`config.mk`:
```
export PLATFORM = sky130hd
export DESIGN_NAME = bram_playback
export DESIGN_NICKNAME = d
export VERILOG_FILES = /design/src/rtl/bram_playback.sv
export SDC_FILE = /design/constraint.sdc
export NUM_CORES = 1
export LEC_CHECK = 0
export CORE_MARGIN = 8
export CORE_UTILIZATION = 53
export CTS_CLUSTER_DIAMETER = 200
export DETAILED_ROUTE_END_ITERATION = 12
export GPL_ROUTABILITY_DRIVEN = 0
export HOLD_SLACK_MARGIN = 0.05
export PLACE_DENSITY_LB_ADDON = 0.25
export SLEW_MARGIN = 20
export SYNTH_ARGS = -nofsm -noshare
export SYNTH_HDL_FRONTEND = slang
export SYNTH_SLANG_ARGS = --single-unit
```
`constraint.sdc`:
```
create_clock -name clk -period 2.65 [get_ports clk]
set_input_delay 0.53 -clock clk [delete_from_list [all_inputs] [get_ports clk]]
set_output_delay 0.53 -clock clk [all_outputs]
set_load 0.03 [all_outputs]
```
`src/rtl/bram_playback.sv`:
```
// bram_playback: replays 8-bit samples from block_ram_dual_port at a
// programmable rate, presenting them as a sample stream and a 1-bit
// output for RC-filtered analog reconstruction.
// Optional build macro BRAM_PLAYBACK_SIGMA_DELTA_EN: pwm_out comes from a
// first-order sigma-delta modulator instead of the 8-bit PWM comparator.
module bram_playback #(
  parameter int unsigned ADDR_BITS = 16,
  parameter int unsigned RATE_BITS = 16
) (
  input  logic                 clk,
  input  logic                 rst_n,
  input  logic                 cfg_play_en,
  input  logic                 btn_play_en,
  input  logic                 cfg_loop_en,
  input  logic [ADDR_BITS-1:0] cfg_end_addr,
  input  logic [RATE_BITS-1:0] cfg_rate_div,
  input  logic [7:0]           bram_read_data,
  output logic [ADDR_BITS-1:0] bram_addr,
  output logic                 bram_ren,
  output logic                 play_active,
  output logic [7:0]           sample_out,
  output logic                 sample_valid,
  output logic                 pwm_out,
  output logic                 play_done
);

  typedef enum logic [2:0] {
    S_IDLE,
    S_FETCH,
    S_WAIT,
    S_HOLD,
    S_DONE
  } state_t;

  state_t                 state;
  state_t                 state_next;
  logic [ADDR_BITS-1:0]   addr_next;

  logic                   btn_s1;
  logic                   btn_s2;
  logic                   play_req;
  logic                   play_req_q;
  logic                   start;

  logic [ADDR_BITS-1:0]   end_sh;
  logic                   loop_sh;
  logic [RATE_BITS-1:0]   rate_sh;
  logic [RATE_BITS-1:0]   hold_cnt;

  assign play_req    = cfg_play_en | btn_s2;
  assign start       = play_req & ~play_req_q;
  assign bram_ren    = (state == S_FETCH);
  assign play_active = (state != S_IDLE);
  assign play_done   = (state == S_DONE);

  // Button synchronizer and play request edge detector.
  // play_req_q resets high so a request already asserted when reset
  // releases is not mistaken for a fresh rising edge.
  always_ff @(posedge clk or negedge rst_n) begin
    if (!rst_n) begin
      btn_s1     <= 1'b0;
      btn_s2     <= 1'b0;
      play_req_q <= 1'b1;
    end else begin
      btn_s1     <= btn_play_en;
      btn_s2     <= btn_s1;
      play_req_q <= play_req;
    end
  end

  // Next-state and next-address decode.
  always_comb begin
    state_next = state;
    addr_next  = bram_addr;
    case (state)
      S_IDLE: begin
        if (start) begin
          state_next = S_FETCH;
          addr_next  = '0;
        end
      end
      S_FETCH: state_next = play_req ? S_WAIT : S_IDLE;
      S_WAIT:  state_next = play_req ? S_HOLD : S_IDLE;
      S_HOLD: begin
        if (!play_req) begin
          state_next = S_IDLE;
        end else if (hold_cnt == '0) begin
          if (bram_addr != end_sh) begin
            addr_next  = bram_addr + ADDR_BITS'(1);
            state_next = S_FETCH;
          end else if (loop_sh) begin
            addr_next  = '0;
            state_next = S_FETCH;
          end else begin
            state_next = S_DONE;
          end
        end
      end
      S_DONE: begin
        if (!play_req) state_next = S_IDLE;
      end
      default: state_next = S_IDLE;
    endcase
  end

  // State, address, shadow configuration, hold counter and sample output.
  always_ff @(posedge clk or negedge rst_n) begin
    if (!rst_n) begin
      state        <= S_IDLE;
      bram_addr    <= '0;
      end_sh       <= '0;
      loop_sh      <= 1'b0;
      rate_sh      <= '0;
      hold_cnt     <= '0;
      sample_out   <= '0;
      sample_valid <= 1'b0;
    end else begin
      state        <= state_next;
      bram_addr    <= addr_next;
      sample_valid <= (state == S_WAIT) && play_req;
      if ((state == S_IDLE) && start) begin
        end_sh  <= cfg_end_addr;
        loop_sh <= cfg_loop_en;
        rate_sh <= cfg_rate_div;
      end
      if ((state != S_IDLE) && !play_req) begin
        sample_out <= '0;
      end else if (state == S_WAIT) begin
        sample_out <= bram_read_data;
      end
      if (state == S_WAIT) begin
        hold_cnt <= rate_sh;
      end else if ((state == S_HOLD) && (hold_cnt != '0)) begin
        hold_cnt <= hold_cnt - RATE_BITS'(1);
      end
    end
  end

`ifdef BRAM_PLAYBACK_SIGMA_DELTA_EN
  logic [8:0] acc;

  // First-order sigma-delta: the carry out of the 8-bit accumulator is the bit stream.
  always_ff @(posedge clk or negedge rst_n) begin
    if (!rst_n) begin
      acc     <= '0;
      pwm_out <= 1'b0;
    end else if (state_next == S_IDLE) begin
      acc     <= '0;
      pwm_out <= 1'b0;
    end else begin
      acc     <= {1'b0, acc[7:0]} + {1'b0, sample_out};
      pwm_out <= acc[8];
    end
  end
`else
  logic [7:0] pwm_cnt;

  // Free-running 256-cycle PWM carrier compared against the current sample.
  always_ff @(posedge clk or negedge rst_n) begin
    if (!rst_n) begin
      pwm_cnt <= '0;
      pwm_out <= 1'b0;
    end else begin
      if (state != S_IDLE) pwm_cnt <= pwm_cnt + 8'd1;
      pwm_out <= (state_next != S_IDLE) && (pwm_cnt < sample_out);
    end
  end
`endif

endmodule
```
==> results of run 1 <==
synthesized netlist by cell type, types with 3 or more instances:
library cell,instances
inv_1,18
o21ai_0,26
xnor2_1,27
a21oi_1,21
a211oi_1,5
ha_1,10
nand3_1,14
clkbuf_1,13
nor2_1,26
and3_1,7
nand4_1,8
o2bb2ai_1,4
or4_1,8
or3_1,4
o31ai_1,6
o22ai_1,3
nand2b_1,7
mux2_2,33
xor2_1,3
a21o_1,4
nor4_1,5
dfrtp_1,88
nand2_1,52
nor3_1,13
repair_timing:
action                     4_1_cts  5_1_grt
setup buffers                    0        1
setup endpoints to repair        0        1
hold endpoints to repair         0        0
resized for setup                0        0
state kept, by name (all words and copies together) (netlist names):
name / count
bram_addr: 16
end_sh: 16
hold_cnt: 16
rate_sh: 16
pwm_cnt: 8
sample_out: 8
state: 3
btn_s1: 1
btn_s2: 1
loop_sh: 1
play_req_q: 1
pwm_out: 1
sample_valid: 1
power groups by stage:
stage	Combinational, mW	Clock (mW)	Sequential (mW)
floorplan	0.989	0	2.26
global placement	1.46	0	2.25
detailed placement	1.52	0	2.27
CTS	1.53	0.874	2.24
global route	1.70	0.919	2.32
finish	1.52	0.852	2.25
worst paths after layout:
| kind | start | to | slack [ns] | cells after the start |
|---|---|---|---|---|
| worst max register to register | hold_cnt[13] | bram_addr[15] | 0.19 | 6 |
| worst min-delay path | rst_n | sample_out[0] | 0.14 | 1 |
| min in group clk | btn_s1 | btn_s2 | 0.37 | 0 |
| max in group asynchronous | rst_n | hold_cnt[6] | 1.87 | 2 |
| worst max-delay path | state[0] | bram_ren | 0.11 | 3 |
| worst min register to register | btn_s1 | btn_s2 | 0.37 | 0 |
worst max-delay path, cell delays in order (launching register included):
cell	delay (ns)
dfrtp_1	0.49
inv_1	0.13
nor3_1	0.29
clkdlybuf4s50_1	0.73
metal layers:
metal  vias up  wire length (um)
met3        14               554
met4         0               167
li1       1734                 -
met5         -                 0
met1      1718              4702
met2       102              4871
layout make-up:
class	instances	area, um^2
clock buffer	9	123.9
clock inverter	7	52.55
fill	647	2586
inverter	18	67.56
multi-input combinational	313	2079
sequential	89	2228
tap	105	131.4
timing repair buffer	95	905.9
cell families after synthesis:
logic type	Yosys count
flops	89
xor+xnor	30
mux	35
simple gates	155
fa+ha+maj	10
compound gates	83
buf+inv	32
per-stage QoR:
stage                     cells  hold slack (ns)  setup slack (ns)  instance area (um^2)    util
after floorplan             434           0.2344            0.3477                  4429       -
after detailed placement    619           0.3403           -0.1686                  5405  0.6612
final                       636           0.1396            0.1148                  5589  0.6837
after global routing        636           0.1708           0.01153                  5589  0.6837
after CTS                   635           0.1580           0.08242                  5582  0.6827
after global placement      619           0.3416          -0.09454                  5405  0.6612
==> impl_metrics.env, run 1 <==
export IMPL_layout_commonest_cell="dfrtp_1"
export IMPL_insertion_delay_ns=0.36
export IMPL_grtUsageMet1=0.2471
export IMPL_nNetsFinal=581
export IMPL_grt_first_pass_wirelength_um=17330
export IMPL_synth_ff_type="dfrtp_1"
export IMPL_drt_wl_total_um=10300
export IMPL_worst_pin_slew_ns=0.5645
export IMPL_finalCritPeriodShare=0.9567
export IMPL_htree_num_levels=3
export IMPL_ys_ff_latch=89
export IMPL_routedWlPerCell_um=16.19
export IMPL_switching_power_mw=1.673
export IMPL_globalRouteOverflowTotal=0
export IMPL_yosys_area_share_simple=0.1771
export IMPL_synth_area_leaders="dfrtp_1 (50%), mux2_2 (8.4%), xnor2_1 (5.3%)"
export IMPL_cts_hold_buf=0
export IMPL_synthToLayoutAreaGrowth_pct=26.19
export IMPL_hold_class="input pin to asynchronous set/reset pin"
export IMPL_synth_compound_area_frac=0.1164
export IMPL_ys_seq_area_frac=0.5031
export IMPL_switching_share=0.3619
export IMPL_setup_tns_final_ns=0
export IMPL_port_buffers=73
export IMPL_p_int_mw=2.950
export IMPL_leakage_nw=2.309
export IMPL_first_pass_iters=4
export IMPL_drtIter0Drc=253
export IMPL_cts_buffers=9
export IMPL_fin_worst_skew_ns=0.009608
export IMPL_cts_tree="done"
export IMPL_dieHeight_um=107.4
export IMPL_syn_avg_cell_area_um2=10.21
export IMPL_final_cell_mix="dfrtp_1 (88), clkdlybuf4s50_1 (72), nand2_1 (52)"
export IMPL_p_clk_frac=0.184
export IMPL_start_util=0.5418
export IMPL_num_vias=3568
export IMPL_via_per_inst=5.610
export IMPL_synth_fp_nets=489
export IMPL_drive_gt1_frac=0.1488
export IMPL_rsz0062_at_grt="no"
export IMPL_min_period_ns=2.535
export IMPL_clock_path_buffers=2
export IMPL_status="finished, final reports clean"
export IMPL_cp_data_required_time_ns=2.12
export IMPL_fp_dieW_um=107.4
export IMPL_yosysTopAreaCellShare=0.4972
export IMPL_grt_pass1_vias=3523
export IMPL_p_total_mw=4.623
export IMPL_hpwl_um=7589
export IMPL_slew_headroom=0.6222
export IMPL_yosys_warnings=0
export IMPL_cellPowerDensity_nw_per_um2=827.2
export IMPL_antennaDiodeCount=0
export IMPL_antenna_left=0
export IMPL_crit_path_start_kind="flop"
export IMPL_cts_root_buf="clkbuf_8"
export IMPL_drc=0
export IMPL_synth_area_um2=4429
export IMPL_synth_xor_area_frac=0.05932
export IMPL_rows=33
export IMPL_synth_mux_area_frac=0.08842
export IMPL_gr_max_usage_layer="met2"
export IMPL_setup_viol=0
export IMPL_synthArstFlopShare=1.000
export IMPL_hold_viol=0
export IMPL_grt_use_met2=0.2974
export IMPL_grt_usage=0.1866
export IMPL_synth_area_leader_cell="dfrtp_1"
export IMPL_crit_type="flop to output pin"
export IMPL_antenna_found_initial=0
export IMPL_end_kind="output pin"
export IMPL_path_clk_slew_ns=0.09
export IMPL_io_pins=74
export IMPL_dieArea_um2=11540
export IMPL_cp_max_fo=9
export IMPL_synth_edff_count=0
export IMPL_drv_slew=0
export IMPL_power_frac_seq=0.486
export IMPL_p_comb_frac=0.330
export IMPL_timing_fmax_mhz=394.4
export IMPL_numClockSinks=89
export IMPL_drv_cap=0
export IMPL_max_vdd_ir_drop_uv=540.0
export IMPL_synthAdderAreaFrac=0.02825
export IMPL_syn_instance_count=434
export IMPL_synth_top_family_by_area="simple AND/OR/NAND/NOR gates"
export IMPL_core_area_um2=8175
export IMPL_grt_max_degree=42
export IMPL_synth_cell_types=45
export IMPL_cp_arrival_ns=2.01
export IMPL_grt_util_met3=0.03713
Note: power is estimated with default switching activity, not from simulation.
==> run 2, diff against run 1 <==
CORE_MARGIN = 1.5   (was 8)
==> run 2 against run 1 <==
Clock skew is 0.0057 ns higher. Power increased by 4.3%. Cell count is 0.79% lower. Routed wire length fell by 4.6%. Worst hold slack worse by 0.044 ns. Count of clock-buffer cells in the layout increased by 1. Global-route usage increased by 5.2 points. Utilization grew 0.55 points. Sequential share of layout area shrank 0.12 points. Via count increased by 2.7%. Critical path type is now flop to flop. Critical endpoint is now bram_addr[15].
==> impl_metrics.env, run 2 (synthesis gave the netlist of run 1 again) <==
export IMPL_status="finished, final reports clean"
export IMPL_antenna_found_initial=0
export IMPL_start_util=0.5445
export IMPL_drtIter0Drc=222
export IMPL_antennaDiodeCount=0
export IMPL_cts_buffers=9
export IMPL_drv_cap=0
export IMPL_htree_num_levels=3
export IMPL_insertion_delay_ns=0.35
export IMPL_globalRouteOverflowTotal=0
export IMPL_finalCritPeriodShare=0.9331
export IMPL_drc=0
export IMPL_cellPowerDensity_nw_per_um2=860.2
export IMPL_first_pass_iters=5
export IMPL_numClockSinks=89
export IMPL_regArea_um2=2228
export IMPL_multi_input_area_um2=2079
export IMPL_cp_arrival_ns=2.75
export IMPL_port_buffers=73
export IMPL_max_vdd_ir_drop_uv=409.7
export IMPL_placed_cell_area_um2=5375
export IMPL_crit_type="flop to flop"
export IMPL_cp_max_fo=8
export IMPL_cpMostUsedCell="or4_1"
export IMPL_p_total_mw=4.822
export IMPL_slowest_stage="or4_1"
export IMPL_grt_use_met2=0.3993
export IMPL_clock_path_buffers=2
export IMPL_leakage_nw=2.322
export IMPL_worst_pin_slew_ns=0.5630
export IMPL_fillers=658
export IMPL_drt_wl_total_um=9818
export IMPL_slew_headroom=0.6212
export IMPL_hpwl_um=7111
export IMPL_num_vias=3666
export IMPL_dieHeight_um=94.42
export IMPL_hold_class="input pin to asynchronous set/reset pin"
export IMPL_cts_root_buf="clkbuf_8"
export IMPL_final_cell_mix="dfrtp_1 (88), clkdlybuf4s50_1 (71), nand2_1 (52)"
export IMPL_core_area_um2=8134
export IMPL_rows=33
export IMPL_path_clk_slew_ns=0.10
export IMPL_fin_worst_skew_ns=0.01528
export IMPL_grt_first_pass_wirelength_um=16500
export IMPL_fin_area_um2=5605
export IMPL_cts_hold_buf=0
export IMPL_cts_tree="done"
export IMPL_via_per_inst=5.810
export IMPL_nNetsFinal=576
export IMPL_end_kind="flop"
export IMPL_hold_viol=0
export IMPL_crit_chain="or3_1 -> or4_1 -> o21a_1 -> a21o_1 -> or4_1 -> a21oi_1"
export IMPL_crit_path_start_kind="flop"
export IMPL_max_stage_delay_ns=0.52
export IMPL_grtUsageMet1=0.3040
export IMPL_drive_gt1_frac=0.1407
export IMPL_grt_max_degree=59
export IMPL_place_inst=615
export IMPL_dieArea_um2=8914
export IMPL_setup_tns_final_ns=0
export IMPL_rsz0062_at_grt="no"
export IMPL_drv_slew=0
export IMPL_min_period_ns=2.473
export IMPL_cp_data_required_time_ns=2.92
export IMPL_timing_fmax_mhz=404.4
export IMPL_fin_cells=631
export IMPL_grt_pass1_vias=3631
export IMPL_setup_viol=0
export IMPL_grt_usage=0.2384
export IMPL_grt_util_met3=0.03865
export IMPL_routedWlPerCell_um=15.56
export IMPL_layout_commonest_cell="dfrtp_1"
export IMPL_gr_max_usage_layer="met2"
export IMPL_fp_dieW_um=94.42
export IMPL_antenna_left=0
export IMPL_io_pins=74
export IMPL_synthToLayoutAreaGrowth_pct=26.55
[run 2: what timing repair did]
action,CTS,global route
endpoints found under the setup margin,0,1
buffers inserted,0,0
gates resized for setup,0,1
[run 2: worst paths after layout]
check                             start            end  slack (ns)  depth (start not counted)
min reg2reg                      btn_s1         btn_s2        0.35                          0
max                        hold_cnt[13]  bram_addr[15]        0.18                          6
min                               rst_n    hold_cnt[6]         0.1                          1
max in group asynchronous         rst_n     play_req_q        1.85                          2
min in group clk                 btn_s1         btn_s2        0.35                          0
max reg2reg                hold_cnt[13]  bram_addr[15]        0.18                          6
[run 2: layout make-up]
type                    instances  share of cell area
well taps                     105             0.02344
flip-flops and latches         89              0.3975
repair buffers                 90              0.1554
multi-input cells             313              0.3710
clock inverters                 6             0.01607
clock buffers                  10             0.02455
inverters                      18             0.01205
[run 2: per-stage QoR]
step / worst slack, ns / hold slack, ns / util
3_5_place_dp: -0.1709 / 0.3370 / 0.6608
4_1_cts: 0.03376 / 0.1007 / 0.6888
5_1_grt: 0.05100 / 0.1168 / 0.6891
6_report: 0.1772 / 0.09589 / 0.6891
3_3_place_gp: -0.1224 / 0.3408 / 0.6608
2_1_floorplan: 0.3477 / 0.2344 / -
[run 2: report_power, final]
group / internal (mW) / leakage (nW) / switching, mW / total, mW
registers: 1.80 / 1.10 / 0.453 / 2.25
clock network: 0.561 / 0.113 / 0.493 / 1.05
logic: 0.798 / 1.11 / 0.719 / 1.52
total: 3.16 / 2.32 / 1.67 / 4.82
[run 2: worst max-delay path, delay by kind of cell (launching register included)]
kind,cells,cell delay (ns)
simple gates,3,1.38
compound gates,3,0.59
flops,1,0.43
[run 2: layer usage]
metal / up-vias / share of wire / wire (um)
met4: 0 / 0.026 / 257
met1: 1784 / 0.42 / 4139
met3: 25 / 0.052 / 515
met5: - / 0 / 0
li1: 1719 / - / -
met2: 138 / 0.50 / 4906
==> run 3, diff against run 2 <==
CORE_UTILIZATION = 55   (was 53)
CTS_BUF_LIST = sky130_fd_sc_hd__clkbuf_4   (was default)
==> run 3 against run 2 <==
Global-route usage up 1.4 points. Utilization up 2.2 points. Worst hold slack better by 0.25 ns. Clock power down 36%. Highest routed layer unchanged.
==> impl_metrics.env, run 3 (synthesis gave the netlist of run 1 again) <==
export IMPL_p_int_mw=2.805
export IMPL_worst_pin_slew_ns=0.5824
export IMPL_clock_path_buffers=2
export IMPL_cpMostUsedCell="or4_1"
export IMPL_dieHeight_um=92.74
export IMPL_nNetsFinal=579
export IMPL_cp_max_fo=7
export IMPL_path_clk_slew_ns=0.14
export IMPL_crit_path_start_kind="flop"
export IMPL_status="finished, final reports clean"
export IMPL_cts_root_buf="clkbuf_4"
export IMPL_max_vdd_ir_drop_uv=363.8
export IMPL_layout_commonest_cell="dfrtp_1"
export IMPL_utilization=0.7109
export IMPL_antenna_found_initial=0
export IMPL_regToRegSetupSlack_ns=0.19
export IMPL_fp_dieW_um=92.74
export IMPL_core_area_um2=7767
export IMPL_rows=32
export IMPL_drv_slew=0
export IMPL_dieArea_um2=8601
export IMPL_hpwl_um=7106
export IMPL_fin_cells=631
export IMPL_cts_buffers=9
export IMPL_drt_wl_total_um=9827
export IMPL_setup_viol=0
export IMPL_switching_share=0.3711
export IMPL_first_pass_iters=4
export IMPL_rsz0062_at_grt="no"
export IMPL_grt_max_degree=53
export IMPL_final_cell_mix="dfrtp_1 (88), clkdlybuf4s50_1 (70), nand2_1 (52)"
export IMPL_path_buf_inv=0
export IMPL_cp_data_required_time_ns=3.01
export IMPL_worstHoldStart="btn_s1"
export IMPL_p_comb_frac=0.346
export IMPL_p_clk_frac=0.151
export IMPL_synthToLayoutAreaGrowth_pct=24.66
export IMPL_crit_type="flop to flop"
export IMPL_globalRouteOverflowTotal=0
export IMPL_cellPowerDensity_nw_per_um2=807.8
export IMPL_max_stage_delay_ns=0.51
export IMPL_p_total_mw=4.461
export IMPL_crit_chain="or3_1 -> or4_1 -> o21a_1 -> a21o_1 -> or4_1 -> a21oi_1"
export IMPL_start_util=0.5702
export IMPL_place_inst=614
export IMPL_cp_arrival_ns=2.82
export IMPL_antenna_left=0
export IMPL_min_period_ns=2.463
export IMPL_antennaDiodeCount=0
export IMPL_worst_r2r_cell_count=6
export IMPL_slowest_stage="or4_1"
export IMPL_grt_usage=0.2527
export IMPL_numClockSinks=89
export IMPL_r2r_start="hold_cnt[13]"
export IMPL_cts_tree="done"
export IMPL_num_vias=3610
export IMPL_hold_path_end="btn_s2"
export IMPL_grt_first_pass_wirelength_um=16940
export IMPL_leakage_nw=2.287
export IMPL_switching_power_mw=1.656
export IMPL_finalCritPeriodShare=0.9295
export IMPL_r2r_end="bram_addr[13]"
export IMPL_htree_num_levels=3
export IMPL_drv_cap=0
export IMPL_insertion_delay_ns=0.44
export IMPL_hold_class="flop to flop"
export IMPL_cp_top_family="simple AND/OR/NAND/NOR gates"
export IMPL_port_buffers=73
export IMPL_io_pins=74
export IMPL_fin_worst_skew_ns=0.01854
export IMPL_power_frac_seq=0.503
export IMPL_timing_fmax_mhz=406.0
export IMPL_hold_viol=0
export IMPL_via_per_inst=5.721
export IMPL_grt_pass1_vias=3629
export IMPL_drive_gt1_frac=0.1437
export IMPL_drtIter0Drc=187
export IMPL_end_kind="flop"
export IMPL_slew_headroom=0.6082
export IMPL_hold_depth=0
export IMPL_routedWlPerCell_um=15.57
export IMPL_drc=0
[run 3: cell count changes in the layout (fill, tap and decap cells not counted), sizes merged]
cell,change
buf,+2
bufinv,-2
clkinvlp,+2
clkdlybuf4s50,-1
dlygate4sd2,+1
dlygate4sd3,+1
[run 3: routing by layer]
layer	vias up	global-route usage	wire length, um
li1	1726	-	-
met1	1753	0.3279	4178
met2	114	0.4173	4873
met3	17	0.05501	598
met4	0	0.09091	177
met5	-	0	0
[run 3: through the flow]
stage / area (um^2) / hold WS [ns] / TNS (ns) / setup WS (ns)
after global placement: 5386 / 0.3439 / -0.2810 / -0.09657
after detailed placement: 5386 / 0.3370 / -0.7734 / -0.1710
after CTS: 5514 / 0.3522 / 0 / 0.07179
after global routing: 5522 / 0.3608 / 0 / 0.1012
final: 5522 / 0.3484 / 0 / 0.1869
after floorplan: 4429 / 0.2344 / 0 / 0.3477
[run 3: cell type report]
cell class / count / area, um^2
Timing Repair Buffer: 93 / 894.6
Clock buffer: 10 / 75.07
Multi-Input combinational cell: 313 / 2085
Sequential cell: 89 / 2228
Fill cell: 595 / 2246
Clock inverter: 6 / 43.79
Tap cell: 102 / 127.6
Inverter: 18 / 67.56
[run 3: how the worst max path moves through the flow]
stage | startpoint | end | slack [ns] | cells after the start
final | hold_cnt[13] | bram_addr[13] | 0.19 | 6
after global routing | hold_cnt[13] | bram_addr[15] | 0.10 | 6
after CTS | state[1] | play_done | 0.07 | 3
after detailed placement | cfg_play_en | bram_addr[15] | -0.17 | 7
after global placement | cfg_play_en | bram_addr[15] | -0.1 | 7
after floorplan | hold_cnt[13] | bram_addr[15] | 0.35 | 6
[run 3: power groups by stage]
stage	Clock, mW	Sequential (mW)	Combinational (mW)
after floorplan	0	2.26	0.989
after global placement	0	2.24	1.48
after detailed placement	0	2.27	1.54
after CTS	0.698	2.24	1.55
after global routing	0.750	2.31	1.73
final	0.673	2.24	1.54
[run 3: what timing repair did]
action,4_1_cts,5_1_grt
hold endpoints to repair,16,0
setup endpoints to repair,1,2
gates resized for setup,1,2
hold buffers,1,0
setup buffers,0,0
